<file path="src/rtl/uncache_axi_bridge.sv">
// Uncached-access responder: turns one registered CPU uncached request into a single-beat
// AXI read or write, then returns a one-cycle completion pulse plus registered read data.
module uncache_axi_bridge #(
  parameter logic [3:0] ID = 4'd1
) (
  input  logic        clk,
  input  logic        resetn,
  // uncached request interface
  input  logic        uc_en,
  input  logic [3:0]  uc_wsel,
  input  logic [31:0] uc_addr,
  input  logic [31:0] uc_wdata,
  output logic        uc_refresh,
  output logic [31:0] uc_rdata,
  // AR channel
  output logic [3:0]  arid,
  output logic [31:0] araddr,
  output logic [7:0]  arlen,
  output logic [2:0]  arsize,
  output logic [1:0]  arburst,
  output logic        arvalid,
  input  logic        arready,
  // R channel
  input  logic [3:0]  rid,
  input  logic [31:0] rdata,
  input  logic [1:0]  rresp,
  input  logic        rlast,
  input  logic        rvalid,
  output logic        rready,
  // AW channel
  output logic [3:0]  awid,
  output logic [31:0] awaddr,
  output logic [7:0]  awlen,
  output logic [2:0]  awsize,
  output logic [1:0]  awburst,
  output logic        awvalid,
  input  logic        awready,
  // W channel
  output logic [3:0]  wid,
  output logic [31:0] wdata,
  output logic [3:0]  wstrb,
  output logic        wlast,
  output logic        wvalid,
  input  logic        wready,
  // B channel
  input  logic [3:0]  bid,
  input  logic [1:0]  bresp,
  input  logic        bvalid,
  output logic        bready
);

  typedef enum logic [2:0] {StIdle, StAr, StR, StAww, StB, StResp} state_e;

  state_e      state_q, state_d;
  logic [31:0] addr_q, wdata_q, rdata_q;
  logic [3:0]  wsel_q;
  logic        aw_done_q, w_done_q;

  // Responses are never inspected; errors complete like OKAY.
  logic unused_resp;
  assign unused_resp = ^{rid, rresp, bid, bresp};

  always_ff @(posedge clk or negedge resetn) begin
    if (!resetn) begin
      state_q <= StIdle;
    end else begin
      state_q <= state_d;
    end
  end

  always_comb begin
    state_d = state_q;
    case (state_q)
      StIdle: begin
        if (uc_en) state_d = (uc_wsel == 4'b0000) ? StAr : StAww;
      end
      StAr:   if (arready) state_d = StR;
      StR:    if (rvalid && rlast) state_d = StResp;
      // Both channels may complete in the same cycle or in either order.
      StAww:  if ((aw_done_q || awready) && (w_done_q || wready)) state_d = StB;
      StB:    if (bvalid) state_d = StResp;
      StResp: state_d = StIdle;
      default: state_d = StIdle;
    endcase
  end

  always_comb begin
    arvalid    = (state_q == StAr);
    rready     = (state_q == StR);
    awvalid    = (state_q == StAww) && !aw_done_q;
    wvalid     = (state_q == StAww) && !w_done_q;
    bready     = (state_q == StB);
    uc_refresh = (state_q == StResp);
  end

  always_ff @(posedge clk or negedge resetn) begin
    if (!resetn) begin
      addr_q    <= '0;
      wdata_q   <= '0;
      wsel_q    <= '0;
      rdata_q   <= '0;
      aw_done_q <= 1'b0;
      w_done_q  <= 1'b0;
    end else begin
      if (state_q == StIdle && uc_en) begin
        addr_q  <= uc_addr;
        wdata_q <= uc_wdata;
        wsel_q  <= uc_wsel;
      end
      if (state_q == StR && rvalid && rlast) begin
        rdata_q <= rdata;
      end
      if (state_q == StAww) begin
        aw_done_q <= aw_done_q || awready;
        w_done_q  <= w_done_q || wready;
      end else begin
        aw_done_q <= 1'b0;
        w_done_q  <= 1'b0;
      end
    end
  end

  always_comb begin
    case (wsel_q)
      4'b0001, 4'b0010, 4'b0100, 4'b1000: awsize = 3'b000;
      4'b0011, 4'b1100:                   awsize = 3'b001;
      default:                            awsize = 3'b010;
    endcase
  end

  assign uc_rdata = rdata_q;
  assign arid     = ID;
  assign araddr   = addr_q;
  assign arlen    = 8'd0;
  assign arsize   = 3'b010;
  assign arburst  = 2'b01;
  assign awid     = ID;
  assign awaddr   = addr_q;
  assign awlen    = 8'd0;
  assign awburst  = 2'b01;
  assign wid      = ID;
  assign wdata    = wdata_q;
  assign wstrb    = wsel_q;
  assign wlast    = 1'b1;

endmodule

</file>
<file path="config.mk">
export PLATFORM = sky130hd
export DESIGN_NAME = uncache_axi_bridge
export DESIGN_NICKNAME = d
export VERILOG_FILES = /design/src/rtl/uncache_axi_bridge.sv
export SDC_FILE = /design/constraint.sdc
export NUM_CORES = 1
export LEC_CHECK = 0
export CORE_ASPECT_RATIO = 1.2
export CORE_MARGIN = 4
export CORE_UTILIZATION = 40
export DETAILED_ROUTE_END_ITERATION = 8
export GPL_TIMING_DRIVEN = 0
export MAX_ROUTING_LAYER = met4
export PLACE_DENSITY = 0.91
export SETUP_SLACK_MARGIN = 0.05
export SLEW_MARGIN = 20
export SYNTH_ARGS = -nofsm -noshare
export SYNTH_HDL_FRONTEND = slang
export SYNTH_SLANG_ARGS = --single-unit
</file>
<file path="constraint.sdc">
create_clock -name clk -period 4.3 [get_ports clk]
set_clock_uncertainty 0.2 [all_clocks]
set_input_delay 0.645 -clock clk [delete_from_list [all_inputs] [get_ports clk]]
set_output_delay 0.645 -clock clk [all_outputs]
set_load 0.1 [all_outputs]
</file>
==> flow_summary.json <==
{
  "endpoint_kind": "primary output",
  "cts_tree": "done",
  "io_pins": 298,
  "path_delay_family": "buffers and inverters",
  "path_buf_inv": 2,
  "post-route-drc-count": 0,
  "relSlewSlack": 0.305,
  "slew_viol_final": 0,
  "clk_pin_slew_ps": 80,
  "first_pass_iters": 4,
  "grt_overflow": 0,
  "tightestPinTransition_ps": 1040,
  "hold_path.class": "input port to asynchronous set/reset pin",
  "drive_gt1_frac": 0.324,
  "critical_path_class": "register to primary output",
  "timing.hold.ws_ps": 28.5,
  "nFillCells": 845,
  "htree_levels": 3,
  "path_cells": "inv_1, nand3_1, nor2_1, clkdlybuf4s50_1",
  "cp_max_fo": 8,
  "crit_required_ps": 3450,
  "ys_seq_area_frac": 0.560,
  "grt_max_degree": 55,
  "synth_edf_count": 0,
  "yosysUniqueCellTypes": 21,
  "stdcell_count": 784,
  "status": "completed",
  "synthArstFlopShare": 1.00,
  "cts.sinks": 105,
  "core_um2": 11500,
  "row_count": 43,
  "clkLatencyLatePin_ps": 330,
  "crit_arrival_ps": 2420,
  "antenna_found_initial": 1,
  "grt_pass1_wl_um": 20700,
  "synthesis.yosys.warnings": 0,
  "cts_hold_buffers": 0,
  "clk_path_buf_depth": 2,
  "via_per_inst": 4.43,
  "detail-route-antenna-nets": 0,
  "synth_area_um2": 4690,
  "drt_iter0_drc": 60,
  "syn_area_per_cell_um2": 14.4,
  "synth_top_area_cell": "dfrtp_1",
  "hpwl_um": 10800,
  "r2r_end": "wdata[16]$_DFFE_PN0P_",
  "synthTopCellsByArea": "dfrtp_1 (56%), mux2_2 (17%), buf_4 (12%)",
  "grt_use_total": 0.201,
  "fmax_ghz": 0.306,
  "ff2ff_setup_slack_ps": 2050,
  "ctsRootBufferMaster": "clkbuf_16",
  "crit_end": "awvalid",
  "vias": 3473,
  "syn2layout_area_growth_pct": 67.1,
  "die_h_um": 127,
  "post_cts_resized": 0,
  "portBuffers": 248,
  "seqCellArea_um2": 2630,
  "fin_crit_ps": 3270,
  "syn_inst": 326,
  "critPathSlowestCell": "clkdlybuf4s50_1",
  "fin_crit_sh": 0.760,
  "final_cell_mix": "clkdlybuf4s50_1 (247), dfrtp_1 (105), buf_4 (73)",
  "finalHoldViolCount": 0,
  "maxCapViolations": 0,
  "cts_setup_buffers": 0,
  "start_util": 0.407,
  "slowest_delay_ps": 1160,
  "yosys.area.top_type_share": 0.560,
  "cts_buffers": 9,
  "cp-startpoint": "state_q[2]$_DFFE_PN0P_",
  "gp_congestion": 0.796,
  "grt_pass1_vias": 4014,
  "wirelength_um": 13300,
  "wl_per_cell_um": 17.0,
  "final_nets": 742,
  "ys_seq_elements": 105,
  "rr_worst_depth": 5,
  "final_common_cell": "clkdlybuf4s50_1",
  "place_inst": 767,
  "cp_num_cells": 4,
  "setup_violations": 0,
  "die_area_um2": 13500,
  "r2r-start": "state_q[2]$_DFFE_PN0P_",
  "rsz0062_at_grt": "no",
  "synthFlopType": "dfrtp_1",
  "multi_input_area_um2": 1580,
  "start_kind": "register",
  "dieWidth_um": 107
}
sequential cells by signal, summed over array words and instances, names as in the netlist:
name and count:
wstrb 4, aw_done_q 1, wdata 32, araddr 32, uc_rdata 32, state_q 3
w_done_q 1
how the worst min path moves through the flow:
stage	end	slack (ps)
after floorplan	araddr[0]$_DFFE_PN0P_	150
after global placement	aw_done_q$_DFF_PN0_	290
after detailed placement	uc_rdata[7]$_DFFE_PN0P_	290
after CTS	uc_rdata[15]$_DFFE_PN0P_	40
after global routing	uc_rdata[15]$_DFFE_PN0P_	70
final	uc_rdata[15]$_DFFE_PN0P_	30
routing by layer:
layer  routed length (µm)  track usage  share of wire  vias to the layer above
li1                     -            -              -                     1588
met1                 4680        0.211           0.35                     1680
met2                 7270        0.358           0.55                      170
met3                  864       0.0417          0.065                       35
met4                  514       0.0918          0.039                        0
met5                    0            -              0                        -
logic make-up (layout without fill, tap and decap cells):
group,after synthesis,in the layout,share of synthesized area
buffers and inverters,83,348,0.131
AND/OR/NAND/NOR,27,27,0.0267
multiplexers,102,102,0.269
AO/OA/AOI/OAI,6,6,0.00908
XOR/XNOR,1,1,0.00187
other,2,38,0.00160
flip-flops,105,105,0.560
synthesized netlist by cell type (2+ instances only):
library cell and count:
dfrtp_1 105, a21oi_1 2, buf_4 73, nor3_1 2
conb_1 2, mux2_4 30, mux2_2 72, nand2b_1 3
nand2_1 2, buf_2 6, buf_6 3, nand3_1 4
nor2_1 14
layout make-up:
| cell class | instances | share of cell area |
|---|---|---|
| timing repair buffer | 249 | 0.321 |
| sequential | 105 | 0.335 |
| buffer | 82 | 0.0781 |
| inverter | 1 | 0.000479 |
| multi-input combinational | 173 | 0.201 |
| tap | 157 | 0.0251 |
| antenna | 1 | 0.000319 |
| clock inverter | 7 | 0.00990 |
| clock buffer | 9 | 0.0288 |
through the flow:
step | setup slack [ps] | setup TNS (ps) | util | instance area (µm²)
6_report | 1030 | 0 | 0.680 | 7830
2_1_floorplan | 730 | 0 | - | 4820
4_1_cts | 984 | 0 | 0.680 | 7830
5_1_grt | 916 | 0 | 0.680 | 7830
3_5_place_dp | 1390 | 0 | 0.654 | 7530
3_3_place_gp | -1370 | -142640 | 0.651 | 7500
Power is not shown: default switching activity piles up to over one toggle a cycle in this logic, so the estimate is an artifact.
